<file path="src/rtl/dimmer_pkg.sv">
// Shared types and constants for the multi-channel LED dimmer.
package dimmer_pkg;

  // Quadrature {A,B} states; Gray order Q00 -> Q01 -> Q11 -> Q10 is forward.
  typedef enum logic [1:0] {
    Q00 = 2'b00,
    Q01 = 2'b01,
    Q11 = 2'b11,
    Q10 = 2'b10
  } qstate_t;

  typedef enum logic [1:0] {
    DIR_NONE = 2'd0,
    DIR_CW   = 2'd1,
    DIR_CCW  = 2'd2
  } dir_t;

  // Valid transitions per mechanical detent.
  localparam int DETENT = 4;

  // Ceiling log2, never less than 1 so it can size a vector directly.
  function automatic int clog2(input int unsigned value);
    int unsigned v;
    int          r;
    v = 1;
    r = 0;
    while (v < value) begin
      v = v << 1;
      r = r + 1;
    end
    return (r < 1) ? 1 : r;
  endfunction

endpackage

</file>
<file path="src/rtl/quad_decoder.sv">
// Quadrature decoder: input synchronizers, Gray-code tracker and detent
// sub-count. Emits a one-cycle step pulse with its direction.
module quad_decoder
  import dimmer_pkg::*;
(
  input  logic clk,
  input  logic rst_n,
  input  logic a,
  input  logic b,
  output logic step,
  output dir_t dir
);

  localparam logic signed [3:0] DET_P = 4'(DETENT);
  localparam logic signed [3:0] DET_N = -DET_P;

  logic [1:0]        a_sync, b_sync;
  logic [1:0]        smp;
  qstate_t           state, state_nxt;
  logic              primed;
  logic signed [3:0] sub, sub_nxt, delta, sum;

  assign smp = {a_sync[1], b_sync[1]};

  // Two-stage synchronizers for the asynchronous encoder phases.
  always_ff @(posedge clk or negedge rst_n) begin
    if (!rst_n) begin
      a_sync <= '0;
      b_sync <= '0;
    end else begin
      a_sync <= {a_sync[0], a};
      b_sync <= {b_sync[0], b};
    end
  end

  // Tracker state; the first sample after reset only seeds the state.
  always_ff @(posedge clk or negedge rst_n) begin
    if (!rst_n) begin
      state  <= Q00;
      primed <= 1'b0;
      sub    <= '0;
    end else begin
      state  <= state_nxt;
      primed <= 1'b1;
      sub    <= sub_nxt;
    end
  end

  // Classify the transition, accumulate it and fire on a full detent.
  always_comb begin
    state_nxt = qstate_t'(smp);
    sub_nxt   = sub;
    delta     = '0;
    sum       = sub;
    step      = 1'b0;
    dir       = DIR_NONE;
    if (primed) begin
      case (state)
        Q00:     if (smp == Q01) delta = 4'sd1; else if (smp == Q10) delta = -4'sd1;
        Q01:     if (smp == Q11) delta = 4'sd1; else if (smp == Q00) delta = -4'sd1;
        Q11:     if (smp == Q10) delta = 4'sd1; else if (smp == Q01) delta = -4'sd1;
        Q10:     if (smp == Q00) delta = 4'sd1; else if (smp == Q11) delta = -4'sd1;
        default: delta = '0;
      endcase
      sum = sub + delta;
      if (sum == DET_P) begin
        step    = 1'b1;
        dir     = DIR_CW;
        sub_nxt = '0;
      end else if (sum == DET_N) begin
        step    = 1'b1;
        dir     = DIR_CCW;
        sub_nxt = '0;
      end else begin
        sub_nxt = sum;
      end
    end
  end

endmodule

</file>
<file path="src/rtl/led_dimmer_mc.sv">
// Multi-channel encoder-controlled PWM LED dimmer.
// Build option: define LED_FADE_EN to ramp each active duty by 1 per period
// toward its target instead of loading the target directly.
module led_dimmer_mc
  import dimmer_pkg::*;
#(
  parameter int CH          = 4,
  parameter int LEDS_PER_CH = 6,
  parameter int PWM_W       = 8,
  parameter int PRESC_DIV   = 16,
  parameter int STEP        = 4,
  parameter int DEB_CYC     = 50000
) (
  input  logic                        clk,
  input  logic                        rst_n,
  input  logic                        enc_a,
  input  logic                        enc_b,
  input  logic                        enc_btn,
  output logic [CH*LEDS_PER_CH-1:0]   leds,
  output logic [clog2(CH)-1:0]        sel_ch,
  output logic [PWM_W-1:0]            sel_duty
);

  localparam int SEL_W = clog2(CH);
  localparam int PRE_W = clog2(PRESC_DIV);
  localparam int DEB_W = clog2(DEB_CYC);
  localparam int XW    = PWM_W + 1;
  localparam logic [XW-1:0] STEP_X   = XW'(STEP);
  localparam logic [XW-1:0] DUTY_MAX = {1'b0, {PWM_W{1'b1}}};

  logic             step;
  dir_t             dir;
  logic [1:0]       btn_sync;
  logic             btn_s, btn_deb, deb_accept, press;
  logic [DEB_W-1:0] deb_cnt;
  logic [PWM_W-1:0] target [CH];
  logic [PWM_W-1:0] active [CH];
  logic [PWM_W-1:0] duty_nxt;
  logic [XW-1:0]    cur_x, up_x, dn_x;
  logic [PRE_W-1:0] pre_cnt;
  logic             tick, wrap;
  logic [PWM_W-1:0] cnt;
  logic [CH-1:0]    pwm;

  quad_decoder u_quad (
    .clk   (clk),
    .rst_n (rst_n),
    .a     (enc_a),
    .b     (enc_b),
    .step  (step),
    .dir   (dir)
  );

  assign btn_s      = btn_sync[1];
  assign deb_accept = (btn_s != btn_deb) && (deb_cnt == DEB_W'(DEB_CYC - 1));
  assign press      = deb_accept && btn_deb;

  // Synchronize the button and accept a new level once it has held long enough.
  always_ff @(posedge clk or negedge rst_n) begin
    if (!rst_n) begin
      btn_sync <= '0;
      btn_deb  <= 1'b0;
      deb_cnt  <= '0;
    end else begin
      btn_sync <= {btn_sync[0], enc_btn};
      if (btn_s == btn_deb) begin
        deb_cnt <= '0;
      end else if (deb_accept) begin
        btn_deb <= btn_s;
        deb_cnt <= '0;
      end else begin
        deb_cnt <= deb_cnt + 1'b1;
      end
    end
  end

  assign sel_duty = target[sel_ch];
  assign cur_x    = {1'b0, target[sel_ch]};
  assign up_x     = cur_x + STEP_X;
  assign dn_x     = cur_x - STEP_X;

  // Saturating step of the selected channel's target duty.
  always_comb begin
    duty_nxt = target[sel_ch];
    if (dir == DIR_CW)
      duty_nxt = (up_x > DUTY_MAX) ? '1 : up_x[PWM_W-1:0];
    else if (dir == DIR_CCW)
      duty_nxt = (cur_x < STEP_X) ? '0 : dn_x[PWM_W-1:0];
  end

  // A step lands on the pre-press channel even when a press coincides.
  always_ff @(posedge clk or negedge rst_n) begin
    if (!rst_n) begin
      sel_ch <= '0;
      for (int unsigned k = 0; k < CH; k++) target[k] <= '0;
    end else begin
      if (step) target[sel_ch] <= duty_nxt;
      if (press) sel_ch <= (sel_ch == SEL_W'(CH - 1)) ? '0 : sel_ch + 1'b1;
    end
  end

  assign tick = (pre_cnt == PRE_W'(PRESC_DIV - 1));
  assign wrap = tick && (cnt == '1);

  // Prescaler and shared free-running PWM counter.
  always_ff @(posedge clk or negedge rst_n) begin
    if (!rst_n) begin
      pre_cnt <= '0;
      cnt     <= '0;
    end else begin
      pre_cnt <= tick ? '0 : pre_cnt + 1'b1;
      if (tick) cnt <= cnt + 1'b1;
    end
  end

  // Shadow duties change only as the counter wraps, keeping periods whole.
  always_ff @(posedge clk or negedge rst_n) begin
    if (!rst_n) begin
      for (int unsigned k = 0; k < CH; k++) active[k] <= '0;
    end else if (wrap) begin
      for (int unsigned k = 0; k < CH; k++) begin
`ifdef LED_FADE_EN
        if (active[k] < target[k])      active[k] <= active[k] + 1'b1;
        else if (active[k] > target[k]) active[k] <= active[k] - 1'b1;
`else
        active[k] <= target[k];
`endif
      end
    end
  end

  // Registered per-channel compare.
  always_ff @(posedge clk or negedge rst_n) begin
    if (!rst_n) pwm <= '0;
    else for (int unsigned k = 0; k < CH; k++) pwm[k] <= (cnt < active[k]);
  end

  // Fan each channel out to its LED group.
  always_comb begin
    leds = '0;
    for (int unsigned k = 0; k < CH; k++)
      leds[k*LEDS_PER_CH +: LEDS_PER_CH] = {LEDS_PER_CH{pwm[k]}};
  end

endmodule

</file>
<file path="config.mk">
export PLATFORM = sky130hd
export DESIGN_NAME = led_dimmer_mc
export DESIGN_NICKNAME = d
export VERILOG_FILES = /design/src/rtl/dimmer_pkg.sv /design/src/rtl/quad_decoder.sv /design/src/rtl/led_dimmer_mc.sv
export SDC_FILE = /design/constraint.sdc
export NUM_CORES = 1
export LEC_CHECK = 0
export CAP_MARGIN = 20
export CORE_MARGIN = 2
export CORE_UTILIZATION = 64
export CTS_BUF_LIST = sky130_fd_sc_hd__clkbuf_4 sky130_fd_sc_hd__clkbuf_8 sky130_fd_sc_hd__clkbuf_16
export DETAILED_ROUTE_END_ITERATION = 10
export PLACE_DENSITY = 0.82
export SLEW_MARGIN = 20
export SYNTH_ARGS = -nofsm -noshare
export SYNTH_HDL_FRONTEND = slang
export SYNTH_HIERARCHICAL = 1
export SYNTH_SLANG_ARGS = --single-unit
</file>
<file path="constraint.sdc">
create_clock -name clk -period 9.2 [get_ports clk]
set_clock_uncertainty 0.05 [all_clocks]
set_input_delay 1.38 -clock clk [delete_from_list [all_inputs] [get_ports clk]]
set_output_delay 1.38 -clock clk [all_outputs]
set_load 0.05 [all_outputs]
</file>
Word-level counts from Yosys, hierarchy flattened
Index checks and enable logic that the tools add are counted.
{"block": "totals", "reg_bits": 112, "inputBits": 5, "output_inout_bits": 34}
{"block": "classes", "n_addsub": 7, "magnitude_cmp": 8, "eq_ne": 16, "muxes": 32, "bitwise_logic": 2, "n_reduce_logical": 7}
{"cell": "$mux W8", "count": 7}
{"cell": "$mux W4", "count": 12}
{"cell": "$bwmux W32", "count": 1}
{"cell": "$lt A8 B8 Y1", "count": 4}
{"cell": "$mux W16", "count": 2}
{"cell": "$add A16 B1 Y16 const B", "count": 1}
{"cell": "$bmux W8 S2", "count": 1}
{"cell": "$demux W8 S2", "count": 1}
{"cell": "$eq A16 B16 Y1 const B", "count": 1}
{"cell": "$pmux W4 S4", "count": 1}
{"cell": "$eq A2 B2 Y1 const B", "count": 6}
{"cell": "$add A8 B3 Y9 const B", "count": 1}
{"cell": "$gt A9 B8 Y1 const B", "count": 1}
{"cell": "$add A8 B1 Y8 const B", "count": 1}
{"cell": "$eq A4 B4 Y1 const B", "count": 2}
{"cell": "$eq A8 B8 Y1 const B", "count": 1}
{"cell": "$lt A8 B3 Y1 const B", "count": 1}
{"cell": "$mux W2", "count": 4}
{"cell": "$sub A8 B3 Y8 const B", "count": 1}
{"cell": "$eq A2 B1 Y1 const B", "count": 3}
{"cell": "$add A4 B1 Y4 const B", "count": 1}
{"cell": "$add A4 B4 Y4", "count": 1}
{"cell": "$eq A4 B3 Y1 const B", "count": 1}
{"cell": "$logic_and A1 B1 Y1", "count": 4}
{"cell": "10 further kinds", "count": 13}

Logic depth before layout (Yosys ltp)
{"block": "logic_depth", "word_depth": 14, "mapped_depth": 18, "mapped_depth_nobuf": 17}

Hierarchy
Netlist, hierarchy kept.
{"module": "led_dimmer_mc", "instances": 1, "cells_per_inst": 536, "area_each_um2": 5351.4}
{"module": "quad_decoder", "instances": 1, "cells_per_inst": 42, "area_each_um2": 563.0}

Worst setup path after synthesis
Ideal clock, no wire load.
{"block": "synth_timing", "path_kind": "flip-flop to flip-flop", "startpoint": "register u_quad.a_sync[1]", "endpoint": "register target[15] (netlist name)", "setup_ps": 125, "arrival_ps": 3445, "required_time_ps": 9025, "slack_ps": 5580, "path_stages_with_launch": 16, "synth_period_minus_slack_ps": 3620, "cell_sequence": "dfrtp_1 > inv_1 > ha_1 > mux4_2 > fa_1 > xnor2_1 > nor3_1 > nand2_1 > nor2_1 > clkbuf_1 > and2b_1 > nand2_1 > nor2_1 > or3_1 > and3_1 > mux2_2"}
{"block": "synth_between", "elab_chain_len": 14}
{"element": "start, declared", "line_no": "quad_decoder.sv:17", "source": "logic [1:0] a_sync, b_sync;"}
{"element": "start signal, assigned", "line_no": "quad_decoder.sv:31", "source": "a_sync <= {a_sync[0], a};"}
{"element": "$eq A2 B2 Y1, or another cell as far along", "line_no": "quad_decoder.sv:60, quad_decoder.sv:62"}
{"element": "$mux W4 (on tied branches) (2 in a row)"}
{"element": "$pmux W4 S4 (*)", "line_no": "quad_decoder.sv:58", "source": "case (state)"}
{"element": "$mux W4 (*)", "line_no": "quad_decoder.sv:57", "source": "if (primed) begin"}
{"element": "$add A4 B4 Y4 (*)", "line_no": "quad_decoder.sv:65", "source": "sum = sub + delta;"}
{"element": "$eq A4 B3 Y1", "line_no": "quad_decoder.sv:70", "source": "end else if (sum == DET_N) begin"}
{"element": "$mux W2", "line_no": "quad_decoder.sv:70"}
{"element": "$mux W2 (*)", "line_no": "quad_decoder.sv:66", "source": "if (sum == DET_P) begin"}
{"element": "$mux W2 (*)", "line_no": "quad_decoder.sv:57"}
{"element": "named net dir[1]", "line_no": "led_dimmer_mc.sv:32", "source": "dir_t dir;"}
{"element": "$eq A2 B2 Y1", "line_no": "led_dimmer_mc.sv:87", "source": "else if (dir == DIR_CCW)"}
{"element": "$mux W8", "line_no": "led_dimmer_mc.sv:87"}
{"element": "$mux W8 (*)", "line_no": "led_dimmer_mc.sv:85", "source": "if (dir == DIR_CW)"}
{"element": "$bwmux W32 (*)", "line_no": "led_dimmer_mc.sv:97", "source": "if (step) target[sel_ch] <= duty_nxt;"}
{"element": "end signal, assigned by index", "line_no": "led_dimmer_mc.sv:97"}
{"element": "end, declared", "line_no": "led_dimmer_mc.sv:36", "source": "logic [PWM_W-1:0] target [CH];"}
The timed path passes the listed nets; every way through them passes the cells marked *. The select of a mux whose other input is x is not followed.
A chain may end at the register's enable or synchronous reset.

Final worst setup path
{"block": "layout_timing", "startpoint": "register sel_ch[0]", "endpoint": "output sel_duty[4]"}
{"block": "layout_between", "elab_chain_len": 4}
{"element": "start, declared", "line_no": "led_dimmer_mc.sv:20", "source": "output logic [clog2(CH)-1:0] sel_ch,"}
{"element": "start signal, assigned", "line_no": "led_dimmer_mc.sv:98", "source": "if (press) sel_ch <= (sel_ch == SEL_W'(CH - 1)) ? '0 : sel_ch + 1'b1;"}
{"element": "$not A2 Y3 (not written as such)", "line_no": "led_dimmer_mc.sv:77", "source": "assign sel_duty = target[sel_ch];"}
{"element": "$bmux W8 S2", "line_no": "led_dimmer_mc.sv:77"}
{"element": "$mux W8 (not written as such) (2 in a row)", "line_no": "led_dimmer_mc.sv:77"}
{"element": "end, declared", "line_no": "led_dimmer_mc.sv:21", "source": "output logic [PWM_W-1:0] sel_duty"}
No other way between the ends. The select of a mux whose other input is x is not followed.

==> metrics.csv <==
stage,metric,value,unit
clocking,Skew-Pair Late Insertion Delay,0.37,ns
layout,proportion of layout cells with a drive suffix above 1,7.30,%
critical_path,reg2reg start,u_quad/a_sync[1],
layout,most frequent cells in the layout,"112 x dfrtp_1, 65 x nor2_1, 47 x nand2_1, 45 x ha_1, 39 x inv_1",
synthesis,most frequently used flop master after synthesis,dfrtp_1,
timing,Peak Freq,0.243,GHz
critical_path,Startpoint Class,flip-flop,
floorplan,initial core utilization,64.9,%
drt,DRC Markers,0,
placed_design,DP HPWL,7970,um
synthesis,synthesized cell area,5910,um^2
synthesis,Synth Instances,578,
critical_path,Critical Path Sink Type,primary output,
synthesis,Synth Area in XOR/XNOR,4.55,%
power,Peak VDD IR,0.000156,V
worst_hold_path,worst min-delay path class,reg2reg,
power,final total power,1190,uW
synthesis,Synth Area per Inst,10.2,um^2
synthesis,mux cell area share after synthesis,6.07,%
grt,remaining global-route overflow,0,
power,Cell Pwr Density,187,nW/um^2
critical_path,critical path type,reg2out,
critical_path,reg2reg end,target[15],
layout,Area Overhead vs Synth,7.68,%
timing,RSZ-0062 raised after global routing,no,
critical_path,"CP delay by family, top",flip-flops,
timing,Slew @ Worst Pin,0.876,ns
synthesis,Synth Area in Compound Gates,10.5,%
grt,first-pass GRT wire length,19400,um
grt,initial antenna violation count,0,
power,Static Leakage,0.00285,uW
timing,final setup vio count,0,
synthesis,"FFs w/ async S/R, synth",100,%
critical_path,length in cells of the worst reg-to-reg path,16,
synthesis,Synth Area in Simple Gates,14.4,%
clocking,clk root buf,clkbuf_8,
grt,largest net degree at the start of global routing,74,
synthesis,sequential fraction of the synthesis area,47.4,%
critical_path,slowest CP cell,dfrtp_1,
outcome,status,"finished, final reports clean",
timing,Hold WS,0.306,ns
grt,vias in the first global route,4097,
clocking,Bufs on Longest Clock Path,2,
clocking,CTS tree,yes,
critical_path,Worst path depth,2,
drt,via count,4123,
timing,fin. max-slew vios,0,
synthesis,Seq cells post-synth,112,
grt,All-Layer GR Usage,24.6,%
clocking,CTS Sinks,112,
clocking,CTS Hold Bufs,0,
drt,DR vias/cell,5.89,
timing,crit share post-route,44.8,%
floorplan,die width,100,um
floorplan,num rows,35,
critical_path,CP Launch Point,sel_ch[0],
clocking,CTS H-tree lvls,3,
layout,antenna cells,0,
synthesis,Post-synth EDFFs,0,
timing,Final Hold Fails,0,
floorplan,die height,100,um
worst_hold_path,HP Start,btn_sync[0],
synthesis,main combinational cell family by area after synthesis,simple AND/OR/NAND/NOR gates,
clocking,Post-CTS Setup Bufs,0,
critical_path,CP Buf/Inv Count,1,
critical_path,critical path required time,7.77,ns
floorplan,I/O pin cnt,39,
floorplan,Core Region,9110,um^2
critical_path,critical path endpoint,sel_duty[4],
synthesis,syn nets,629,
job,MaxCap Viol Count,0,
synthesis,Cell variety after synth,49,
drt,Initial DRT Pass Iterations,7,
critical_path,worst-path cell chain,"mux4_2, clkdlybuf4s50_1",
drt,post-route ant nets,0,
synthesis,number of synthesis warnings,6,
clocking,"Reg clk slew, reported paths",0.10,ns
timing,setup TNS,0,ns
placed_design,gpl congestion,0.856,
layout,"commonest non-fill, non-tap cell in the layout",dfrtp_1,
drt,Iter 0 DRT Violations,256,
drt,routed len/inst,16.1,um
critical_path,crit path max fanout,14,
placed_design,number of port buffers,38,
timing,slew margin rel.,41.6,%
drt,WL final,11200,um
layout,Multi-input gate area,2690,um^2
critical_path,R2R setup slack,5.12,ns
clocking,CTS Buf Count,9,
critical_path,Critical Path Max Stage Delay,0.83,ns
timing,minimum clock period,4.12,ns
floorplan,die footprint,10000,um^2
layout,FF+latch area,2800,um^2
synthesis,Adder-Cell Fraction of Synth Area,9.86,%
layout,number of nets in the layout,635,
layout,# fillers,704,
clocking,Post-CTS Resized,0,
critical_path,Crit path arrival time,2.69,ns
-- logic make-up after synthesis --
| family | count (synthesis) |
|---|---|
| adders and majority gates | 46 |
| xor gates and xnor gates | 29 |
| other | 1 |
| muxes | 23 |
| DFF | 112 |
| and+or+nand+nor | 180 |
| AOI/OAI and AO/OA | 101 |
| buffers and inverters | 86 |
-- worst min-delay path by stage --
stage	to	slack, ns	cells after the start
after floorplan	btn_sync[1]	0.28	0
after global placement	btn_sync[1]	0.29	0
after detailed placement	u_quad/b_sync[1]	0.29	0
after CTS	btn_sync[1]	0.31	0
after global routing	btn_sync[1]	0.32	0
final	btn_sync[1]	0.31	0
-- cell type report --
type                    count  share of cell area, %
flip-flops and latches    112                   44.0
well taps                 111                   2.18
clock inverters             7                   1.10
inverters                  41                   2.42
multi-input cells         380                   42.2
repair buffers             40                   6.17
clock buffers               9                   1.94
-- cells in the mapped netlist, types with 2 or more instances --
library cell | number | share of area, %
dfrtp_1 | 112 | 47
nor2_1 | 65 | 4.1
nand2_1 | 47 | 3.0
ha_1 | 45 | 9.5
inv_1 | 39 | 2.5
o21ai_0 | 38 | 3.2
a31oi_1 | 30 | 3.2
buf_4 | 20 | 2.5
clkbuf_1 | 18 | 1.1
xnor2_1 | 16 | 2.4
nand3_1 | 14 | 1.2
a21oi_1 | 12 | 1.0
xor2_1 | 12 | 1.8
a21o_1 | 11 | 1.4
nor3_1 | 11 | 0.93
mux4_2 | 9 | 3.4
nor2b_1 | 9 | 0.95
mux2_1 | 7 | 1.3
and2_1 | 6 | 0.63
mux2_2 | 6 | 1.1
and3_1 | 5 | 0.53
nand2b_1 | 5 | 0.53
a211o_1 | 4 | 0.59
buf_2 | 4 | 0.34
buf_6 | 3 | 0.57
inv_2 | 2 | 0.13
nand4_1 | 2 | 0.21
nor4_1 | 2 | 0.21
o22ai_1 | 2 | 0.21
or3_1 | 2 | 0.21
or4_1 | 2 | 0.25
-- layer usage --
metal  up-vias  track usage [%]  routed length (um)
met5         -                0                   0
met4         0             8.96                 223
met3        19             3.76                 521
met2       124             40.8                5520
met1      2025             33.4                4970
li1       1955                -                   -
-- flip-flops by register name (all words and copies together), names as in the netlist --
register / cells
u_quad/primed: 1
target: 32
cnt: 8
active: 32
pwm: 4
sel_ch: 2
pre_cnt: 4
u_quad/sub: 4
u_quad/a_sync: 2
u_quad/state: 2
btn_deb: 1
deb_cnt: 16
btn_sync: 2
u_quad/b_sync: 2
-- power breakdown --
part | switching (uW) | total [uW] | internal [uW] | leakage, uW
clock | 166 | 292 | 127 | 0.0000998
combinational | 226 | 354 | 128 | 0.00125
sequential | 24.7 | 545 | 520 | 0.00150
-- per-stage QoR --
stage	cells	worst slack, ns	area [um^2]	util [%]
6_report	700	5.08	6370	69.9
5_1_grt	700	4.83	6370	69.9
4_1_cts	700	5.07	6370	69.9
3_5_place_dp	684	5.18	6170	67.8
3_3_place_gp	684	5.41	6170	67.8
2_1_floorplan	578	5.58	5910	-
(Power assumes the default switching activity.)
